[src/rtl/noc_packet_sink_pkg.sv]
// ---------------------------------------------------------------------------
// noc_pkg
//   Shared types and helpers for the NoC ejection-side packet sink.
//   - flit_type_e : 2-bit flit type carried in the top bits of every flit
//   - vc_state_e  : per-VC reassembly state
//   - pkt_desc_t  : descriptor pushed per completed packet. Fields are sized
//                   for the largest supported configuration (VC <= 16,
//                   DIM <= 16). Narrower builds zero-extend into them.
//   - get_dest/get_src/get_msg : field extraction from a zero-extended flit
//   - sat_inc     : saturating 16-bit increment for the length counter
// ---------------------------------------------------------------------------
package noc_pkg;

    localparam int MAX_VC_W = 4;
    localparam int MAX_R    = 4;
    localparam int MSG_W    = 12;
    localparam int LEN_W    = 16;
    localparam int ERR_W    = 4;

    // Bit positions inside pkt_err / pkt_desc_t.err
    localparam int ERR_TRUNC = 0;
    localparam int ERR_DEST  = 1;
    localparam int ERR_LEN   = 2;
    localparam int ERR_TAIL  = 3;

    typedef enum logic [1:0] {
        BODY0 = 2'b00,
        HEAD  = 2'b01,
        BODY1 = 2'b10,
        TAIL  = 2'b11
    } flit_type_e;

    typedef enum logic {
        IDLE = 1'b0,
        RECV = 1'b1
    } vc_state_e;

    typedef struct packed {
        logic [MAX_VC_W-1:0] vc;
        logic [2*MAX_R-1:0]  src;
        logic [MSG_W-1:0]    msg;
        logic [LEN_W-1:0]    len;
        logic [ERR_W-1:0]    err;
    } pkt_desc_t;

    // {destY, destX} occupies the lowest 2R bits.
    function automatic logic [2*MAX_R-1:0] get_dest(input logic [63:0] flit, input int r);
        return (2*MAX_R)'(flit & ((64'd1 << (2*r)) - 64'd1));
    endfunction

    // Source is stored Y-below-X in the flit but reported as {Y, X}.
    function automatic logic [2*MAX_R-1:0] get_src(input logic [63:0] flit, input int r);
        logic [63:0] mask;
        mask = (64'd1 << r) - 64'd1;
        return (2*MAX_R)'(((((flit >> (2*r)) & mask)) << r) | ((flit >> (3*r)) & mask));
    endfunction

    function automatic logic [MSG_W-1:0] get_msg(input logic [63:0] flit, input int r);
        return MSG_W'((flit >> (4*r)) & 64'hFFF);
    endfunction

    function automatic logic [LEN_W-1:0] sat_inc(input logic [LEN_W-1:0] x);
        return (x == '1) ? x : x + LEN_W'(1);
    endfunction

endpackage

[src/rtl/noc_packet_sink_if.sv]
// ---------------------------------------------------------------------------
// noc_packet_sink_if
//   Flit ingress (valid/ready, VC tagged) and descriptor egress (valid/ready)
//   of the packet sink, plus its status counters.
//   slave  : view of the sink itself
//   master : view of the router / consumer environment
//   err_count exists only when NOC_SINK_ERR_COUNT_EN is defined.
// ---------------------------------------------------------------------------
interface noc_packet_sink_if import noc_pkg::*; #(
    parameter int DATA_WIDTH = 32,
    parameter int VC_W       = 2,
    parameter int R          = 1
);
    logic [DATA_WIDTH-1:0] flit_data;
    logic                  flit_valid;
    logic [VC_W-1:0]       flit_vc;
    logic                  flit_ready;

    logic                  pkt_valid;
    logic                  pkt_ready;
    logic [VC_W-1:0]       pkt_vc;
    logic [2*R-1:0]        pkt_src;
    logic [MSG_W-1:0]      pkt_msg;
    logic [LEN_W-1:0]      pkt_len;
    logic [ERR_W-1:0]      pkt_err;
    logic [31:0]           pkts_received;
`ifdef NOC_SINK_ERR_COUNT_EN
    logic [15:0]           err_count;
`endif

    modport slave (
        input  flit_data, flit_valid, flit_vc, pkt_ready,
        output flit_ready, pkt_valid, pkt_vc, pkt_src, pkt_msg, pkt_len, pkt_err,
        output pkts_received
`ifdef NOC_SINK_ERR_COUNT_EN
        , output err_count
`endif
    );

    modport master (
        output flit_data, flit_valid, flit_vc, pkt_ready,
        input  flit_ready, pkt_valid, pkt_vc, pkt_src, pkt_msg, pkt_len, pkt_err,
        input  pkts_received
`ifdef NOC_SINK_ERR_COUNT_EN
        , input err_count
`endif
    );

endinterface

[src/rtl/noc_packet_sink_sync_fifo.sv]
// ---------------------------------------------------------------------------
// sync_fifo
//   Single-clock FIFO with registered occupancy flags.
//   Ports: clk, rst (sync, active-high), push/wr_data, pop/rd_data,
//          full, empty. DEPTH must be a power of two (>= 2).
//   rd_data shows the head entry; it is only meaningful while !empty.
//   Push while full and pop while empty are ignored.
// ---------------------------------------------------------------------------
module sync_fifo #(
    parameter int WIDTH = 8,
    parameter int DEPTH = 4
) (
    input  logic             clk,
    input  logic             rst,
    input  logic             push,
    input  logic [WIDTH-1:0] wr_data,
    input  logic             pop,
    output logic [WIDTH-1:0] rd_data,
    output logic             full,
    output logic             empty
);
    localparam int AW = (DEPTH > 1) ? $clog2(DEPTH) : 1;

    logic [WIDTH-1:0] mem [DEPTH];
    // Extra MSB distinguishes full from empty when the indices match.
    logic [AW:0]      wr_ptr, rd_ptr;

    assign empty   = (wr_ptr == rd_ptr);
    assign full    = (wr_ptr[AW] != rd_ptr[AW]) && (wr_ptr[AW-1:0] == rd_ptr[AW-1:0]);
    assign rd_data = mem[rd_ptr[AW-1:0]];

    // NOTE: state registers use non-blocking assignments so every flop samples
    // pre-edge values regardless of process ordering.
    always_ff @(posedge clk) begin
        if (rst) begin
            wr_ptr <= '0;
            rd_ptr <= '0;
        end else begin
            if (push && !full) wr_ptr <= wr_ptr + 1'b1;
            if (pop && !empty) rd_ptr <= rd_ptr + 1'b1;
        end
    end

    // NOTE: storage is deliberately not reset; the pointers alone define which
    // entries are valid, and leaving the array reset-free lets it map to RAM.
    always_ff @(posedge clk) begin
        if (push && !full) mem[wr_ptr[AW-1:0]] <= wr_data;
    end

endmodule

[src/rtl/noc_packet_sink.sv]
// ---------------------------------------------------------------------------
// noc_packet_sink
//   Ejection-side network interface. Accepts one flit per cycle from a router
//   local port, reassembles packets independently per VC, checks framing,
//   destination, length and head/tail consistency, and queues one descriptor
//   per completed (or truncated) packet.
//   Ports: clk, rst (sync, active-high), bus (noc_packet_sink_if.slave):
//     flit_data/flit_valid/flit_vc/flit_ready  flit ingress
//     pkt_valid/pkt_ready/pkt_vc/src/msg/len/err descriptor egress
//     pkts_received                             descriptors pushed (wraps)
//     err_count                                 only with NOC_SINK_ERR_COUNT_EN:
//                                               errored descriptors + orphan
//                                               flits, saturating
//   Supported range: VC <= 16, DIM <= 16.
// ---------------------------------------------------------------------------
module noc_packet_sink import noc_pkg::*; #(
    parameter int DATA_WIDTH       = 32,
    parameter int VC               = 4,
    parameter int DIM              = 2,
    parameter int NODE_ID          = 0,
    parameter int FLITS_PER_PACKET = 16,
    parameter int DESC_DEPTH       = 4
) (
    input logic              clk,
    input logic              rst,
    noc_packet_sink_if.slave bus
);
    localparam int VC_W = (VC > 1) ? $clog2(VC) : 1;
    localparam int R    = (DIM > 1) ? $clog2(DIM) : 1;

    flit_type_e       ftype;
    logic [VC_W-1:0]  v;
    logic [2*R-1:0]   f_dest, f_src;
    logic [MSG_W-1:0] f_msg;
    logic             xfer;

    vc_state_e        state_q   [VC], state_d   [VC];
    logic [LEN_W-1:0] len_q     [VC], len_d     [VC];
    logic [2*R-1:0]   src_q     [VC], src_d     [VC];
    logic [MSG_W-1:0] msg_q     [VC], msg_d     [VC];
    logic             dest_ok_q [VC], dest_ok_d [VC];

    logic             push, pop, start_pkt, fifo_full, fifo_empty;
    logic [LEN_W-1:0] len_inc;
    pkt_desc_t        desc_in, desc_out;
    logic [31:0]      pkts_received_q;
`ifdef NOC_SINK_ERR_COUNT_EN
    logic             orphan;
    logic [15:0]      err_count_q;
`endif

    assign v      = bus.flit_vc;
    assign ftype  = flit_type_e'(bus.flit_data[DATA_WIDTH-1 -: 2]);
    assign f_dest = (2*R)'(get_dest(64'(bus.flit_data), R));
    assign f_src  = (2*R)'(get_src(64'(bus.flit_data), R));
    assign f_msg  = get_msg(64'(bus.flit_data), R);

    // Ready depends only on registered occupancy, so a same-cycle pop cannot
    // reopen a full sink and no comb path runs from pkt_ready to flit_ready.
    assign bus.flit_ready = !fifo_full;
    assign xfer           = bus.flit_valid && !fifo_full;

    // NOTE: every always_comb output gets a default before any branch, so no
    // path leaves a signal unassigned and no latch is inferred.
    always_comb begin
        state_d   = state_q;
        len_d     = len_q;
        src_d     = src_q;
        msg_d     = msg_q;
        dest_ok_d = dest_ok_q;
        push      = 1'b0;
        start_pkt = 1'b0;
`ifdef NOC_SINK_ERR_COUNT_EN
        orphan    = 1'b0;
`endif
        len_inc      = sat_inc(len_q[v]);
        desc_in      = '0;
        desc_in.vc   = MAX_VC_W'(v);
        desc_in.src  = (2*MAX_R)'(src_q[v]);
        desc_in.msg  = msg_q[v];
        desc_in.len  = len_inc;

        if (xfer) begin
            unique case (state_q[v])
                IDLE: begin
                    if (ftype == HEAD) start_pkt = 1'b1;
`ifdef NOC_SINK_ERR_COUNT_EN
                    else               orphan    = 1'b1;
`endif
                end
                RECV: begin
                    case (ftype)
                        HEAD: begin
                            // Close the old packet as truncated, then reuse
                            // this head to open the next one.
                            push                 = 1'b1;
                            desc_in.len          = len_q[v];
                            desc_in.err[ERR_TRUNC] = 1'b1;
                            start_pkt            = 1'b1;
                        end
                        TAIL: begin
                            push                   = 1'b1;
                            desc_in.err[ERR_DEST]  = !dest_ok_q[v];
                            desc_in.err[ERR_LEN]   = (len_inc != LEN_W'(FLITS_PER_PACKET));
                            desc_in.err[ERR_TAIL]  = (f_src != src_q[v]) || (f_msg != msg_q[v]);
                            state_d[v]             = IDLE;
                        end
                        default: len_d[v] = len_inc;
                    endcase
                end
                default: state_d[v] = IDLE;
            endcase
        end

        if (start_pkt) begin
            state_d[v]   = RECV;
            len_d[v]     = LEN_W'(1);
            src_d[v]     = f_src;
            msg_d[v]     = f_msg;
            dest_ok_d[v] = (f_dest == (2*R)'(NODE_ID));
        end
    end

    always_ff @(posedge clk) begin
        if (rst) begin
            for (int i = 0; i < VC; i++) begin
                state_q[i]   <= IDLE;
                len_q[i]     <= '0;
                src_q[i]     <= '0;
                msg_q[i]     <= '0;
                dest_ok_q[i] <= 1'b0;
            end
            pkts_received_q <= '0;
        end else begin
            state_q   <= state_d;
            len_q     <= len_d;
            src_q     <= src_d;
            msg_q     <= msg_d;
            dest_ok_q <= dest_ok_d;
            if (push) pkts_received_q <= pkts_received_q + 32'd1;
        end
    end

`ifdef NOC_SINK_ERR_COUNT_EN
    // A flit is either a push or an orphan, never both, so +1 per cycle suffices.
    always_ff @(posedge clk) begin
        if (rst) begin
            err_count_q <= '0;
        end else if (((push && desc_in.err != '0) || orphan) && err_count_q != 16'hFFFF) begin
            err_count_q <= err_count_q + 16'd1;
        end
    end
    assign bus.err_count = err_count_q;
`endif

    sync_fifo #(
        .WIDTH($bits(pkt_desc_t)),
        .DEPTH(DESC_DEPTH)
    ) u_desc_fifo (
        .clk    (clk),
        .rst    (rst),
        .push   (push),
        .wr_data(desc_in),
        .pop    (pop),
        .rd_data(desc_out),
        .full   (fifo_full),
        .empty  (fifo_empty)
    );

    assign pop = bus.pkt_ready && !fifo_empty;

    // Fields are forced to zero while empty so unwritten storage never leaks out.
    assign bus.pkt_valid     = !fifo_empty;
    assign bus.pkt_vc        = fifo_empty ? '0 : VC_W'(desc_out.vc);
    assign bus.pkt_src       = fifo_empty ? '0 : (2*R)'(desc_out.src);
    assign bus.pkt_msg       = fifo_empty ? '0 : desc_out.msg;
    assign bus.pkt_len       = fifo_empty ? '0 : desc_out.len;
    assign bus.pkt_err       = fifo_empty ? '0 : desc_out.err;
    assign bus.pkts_received = pkts_received_q;

endmodule
[src/flat_wrapper.sv]
// flat-port wrapper written by rule: the top's interface ports become plain ports
module noc_packet_sink_flat import noc_pkg::*;
#(
    parameter int DATA_WIDTH       = 32,
    parameter int VC               = 4,
    parameter int DIM              = 2,
    parameter int NODE_ID          = 0,
    parameter int FLITS_PER_PACKET = 16,
    parameter int DESC_DEPTH       = 4
)
  (clk, rst, bus_flit_data, bus_flit_valid, bus_flit_vc, bus_pkt_ready, bus_flit_ready, bus_pkt_valid, bus_pkt_vc, bus_pkt_src, bus_pkt_msg, bus_pkt_len, bus_pkt_err, bus_pkts_received);
  noc_packet_sink_if #(.DATA_WIDTH(DATA_WIDTH)) bus_i ();
  input logic clk;
  input logic rst;
  input wire logic [$bits(bus_i.flit_data)-1:0] bus_flit_data;
  input wire logic [$bits(bus_i.flit_valid)-1:0] bus_flit_valid;
  input wire logic [$bits(bus_i.flit_vc)-1:0] bus_flit_vc;
  input wire logic [$bits(bus_i.pkt_ready)-1:0] bus_pkt_ready;
  output wire logic [$bits(bus_i.flit_ready)-1:0] bus_flit_ready;
  output wire logic [$bits(bus_i.pkt_valid)-1:0] bus_pkt_valid;
  output wire logic [$bits(bus_i.pkt_vc)-1:0] bus_pkt_vc;
  output wire logic [$bits(bus_i.pkt_src)-1:0] bus_pkt_src;
  output wire logic [$bits(bus_i.pkt_msg)-1:0] bus_pkt_msg;
  output wire logic [$bits(bus_i.pkt_len)-1:0] bus_pkt_len;
  output wire logic [$bits(bus_i.pkt_err)-1:0] bus_pkt_err;
  output wire logic [$bits(bus_i.pkts_received)-1:0] bus_pkts_received;
  assign bus_i.flit_data = bus_flit_data;
  assign bus_i.flit_valid = bus_flit_valid;
  assign bus_i.flit_vc = bus_flit_vc;
  assign bus_i.pkt_ready = bus_pkt_ready;
  assign bus_flit_ready = bus_i.flit_ready;
  assign bus_pkt_valid = bus_i.pkt_valid;
  assign bus_pkt_vc = bus_i.pkt_vc;
  assign bus_pkt_src = bus_i.pkt_src;
  assign bus_pkt_msg = bus_i.pkt_msg;
  assign bus_pkt_len = bus_i.pkt_len;
  assign bus_pkt_err = bus_i.pkt_err;
  assign bus_pkts_received = bus_i.pkts_received;
  noc_packet_sink #(.DATA_WIDTH(DATA_WIDTH), .VC(VC), .DIM(DIM), .NODE_ID(NODE_ID), .FLITS_PER_PACKET(FLITS_PER_PACKET), .DESC_DEPTH(DESC_DEPTH)) u_core (.clk(clk), .rst(rst), .bus(bus_i));
endmodule
[config.mk]
export PLATFORM = sky130hd
export DESIGN_NAME = noc_packet_sink_flat
export DESIGN_NICKNAME = d
export VERILOG_FILES = /design/src/rtl/noc_packet_sink_pkg.sv /design/src/rtl/noc_packet_sink_if.sv /design/src/rtl/noc_packet_sink_sync_fifo.sv /design/src/rtl/noc_packet_sink.sv /design/src/flat_wrapper.sv
export SDC_FILE = /design/constraint.sdc
export NUM_CORES = 1
export LEC_CHECK = 0
export ABC_AREA = 0
export ABC_CLOCK_PERIOD_IN_PS = 13050
export CAP_MARGIN = 15
export CORE_MARGIN = 4
export CORE_UTILIZATION = 40
export CTS_CLUSTER_DIAMETER = 80
export DETAILED_ROUTE_END_ITERATION = 10
export PLACE_DENSITY = 0.62
export SLEW_MARGIN = 20
export SYNTH_ARGS = -nofsm -noshare
export SYNTH_HDL_FRONTEND = slang
export SYNTH_HIERARCHICAL = 1
export SYNTH_SLANG_ARGS = --single-unit
[constraint.sdc]
create_clock -name clk -period 13.05 [get_ports clk]
set_input_delay 1.9575 -clock clk [delete_from_list [all_inputs] [get_ports clk]]
set_output_delay 1.9575 -clock clk [all_outputs]
set_load 0.02 [all_outputs]
==> flow_summary.toml <==
[clocking]
hold_buffers = 0
tritoncts = "built"
clockRootBuffer = "clkbuf_16"
clk_latency_ps = 520
ctsHtreeMaxLevel = 2
cts_resized = 0
clk_pin_slew_worst_paths_ps = 60
cts_setup_buffers = 0
cts_max_path_buffers = 3
numClockSinks = 312
cts_buffers = 34

[pwr]
power.switching_mw = 0.482
power_density_nw_per_um2 = 133
finalPower_mw = 2.13
vdd_drop_max_mv = 0.0960
p_leak_nw = 5.17
p_comb_share_pct = 8.4
clkPwrFrac_pct = 43.4
power_switching_share_pct = 22.7
internal_power_mw = 1.65
seqPwrFrac_pct = 48.2

[floorplanning]
initial_utilization_pct = 40.5
dieWidth_um = 192
core-area_um2 = 33500
placementRows = 67
boundaryPins = 108
die_h_um = 192
die-area_um2 = 37000

[drt]
drt_wl_total_um = 32000
drt_pass1_iterations = 5
avgViaCountPerCell = 5.41
drc_errors = 0
drtIter0Drc = 773
antenna_left = 0
vias = 9322
wl_per_cell_um = 18.5

[critical_path]
critPathMaxFanout = 36
r2r_start = "u_core/u_desc_fifo/wr_ptr[0]"
rr_endpoint = "u_core/len_q[23]"
rrSetupSlack_ps = 8890
end_kind = "flip-flop"
crit_arrival_ps = 6030
worstSetupPathType = "in -> reg"
reg2reg_depth = 10
worstPathRequired_ps = 13270
worstSetupStartpointType = "primary input"

[flow_run]
max_cap_viol_count = 0

[min_path]
hold_end = "u_core/src_q[2]"
min_path_type = "reg -> reg"
whs_path_depth = 2
hp-start = "u_core/src_q[2]"

[sta]
fin_ws_ps = 7230
tightest_slew_ps = 1090
setup_violations = 0
slew_headroom_pct = 27.4
hold_viol_final = 0
setup_tns_ps = 0
rsz0062_at_grt = "no"
min_period_ps = 5820
slew_viol_final = 0
period_share_pct = 44.6
max_freq_mhz = 172
finClkSkew_ps = 24.6

[final_layout]
nFillCells = 2988
layout_common_cells = "169 x nand2_1, 166 x dfxtp_1, 144 x edfxtp_1"
diodes = 0
multi_input_area_um2 = 5570
regArea_um2 = 7690
drive_gt1_share_pct = 12.9
final_common_cell = "nand2_1"
stdcell_area_um2 = 16000
nets = 1295
syn_to_final_growth_pct = 17.6

[placement]
numPortBuffers = 93
dpl_worst_slack_ps = 6850
place_area_um2 = 14900
hpwl_um = 19400
gp_congestion = 0.798

[yosys]
syn_area_um2 = 13600
yosysWarnings = 6
syn-instance-count = 1176
syn_area_per_cell_um2 = 11.6
synth_nets = 1221

[grt]
grt_usage_pct = 17.4
overflow = 0
grt_pass1_vias = 9099
grt_pass1_wl_um = 50800
antenna_found_initial = 1
grt_max_degree = 60

[outcome]
status = "finished clean"
-- how the worst max path moves through the flow --
stage | startpoint | endpoint | slack (ps) | cells past startpoint
2_1_floorplan | bus_flit_vc[0] | u_core/u_desc_fifo/mem[3][0] | 7680 | 7
3_3_place_gp | bus_flit_vc[0] | u_core/u_desc_fifo/mem[0][2] | 6830 | 10
3_5_place_dp | bus_flit_vc[0] | u_core/u_desc_fifo/mem[0][2] | 6850 | 10
4_1_cts | bus_flit_vc[0] | u_core/u_desc_fifo/mem[0][2] | 7310 | 10
5_1_grt | bus_flit_vc[0] | u_core/u_desc_fifo/mem[3][2] | 6990 | 10
6_report | bus_flit_vc[0] | u_core/u_desc_fifo/mem[0][2] | 7230 | 10
-- metal layers --
| layer | global-route usage, % | up-vias | wire length (µm) |
|---|---|---|---|
| met4 | 3.57 | 2 | 522 |
| met1 | 24.8 | 4574 | 14700 |
| met3 | 3.26 | 46 | 2150 |
| met5 | 0 | - | 8 |
| li1 | - | 4425 | - |
| met2 | 27.9 | 275 | 14600 |
-- state kept, by name (all words and copies together) (netlist names), named ones only --
| name | count |
|---|---|
| u_core/dest_ok_q | 4 |
| u_core/u_desc_fifo/rd_ptr | 3 |
| u_core/src_q | 8 |
| u_core/u_desc_fifo/mem | 144 |
| u_core/msg_q | 48 |
| u_core/len_q | 64 |
| u_core/state_q | 4 |
| u_core/u_desc_fifo/wr_ptr | 3 |
| u_core/bus.pkts_received | 32 |
-- area by class of cell --
class                      instances  share of cell area, %
sequential                       312                   48.1
clock inverter                     9                  0.533
timing repair buffer             108                   6.45
inverter                          11                  0.258
tap                              448                   3.51
clock buffer                      53                   6.28
multi-input combinational        783                   34.8
-- per-stage QoR --
step	hold WS, ps	utilization [%]	cells
final	453	47.6	1724
after global routing	476	47.6	1724
after CTS	453	47.6	1724
after detailed placement	445	44.4	1662
after global placement	440	44.4	1662
after floorplan	433	-	1176
-- worst max-delay path, cell delays in order --
cell and delay [ps]:
buf_2 400, buf_4 580, mux4_2 400, ha_1 300
nand3_2 260, nor4_4 650, mux2i_1 510, or4b_1 520
nor4b_2 240, a21oi_1 170
-- power by group through the flow --
stage	sequential, mW	combinational [mW]	clock (mW)
floorplan	1.05	0.125	0
global placement	1.05	0.182	0
detailed placement	1.05	0.184	0
CTS	1.03	0.184	0.948
global route	1.03	0.194	0.986
finish	1.03	0.179	0.924
Power figures use the tool's default switching activity.
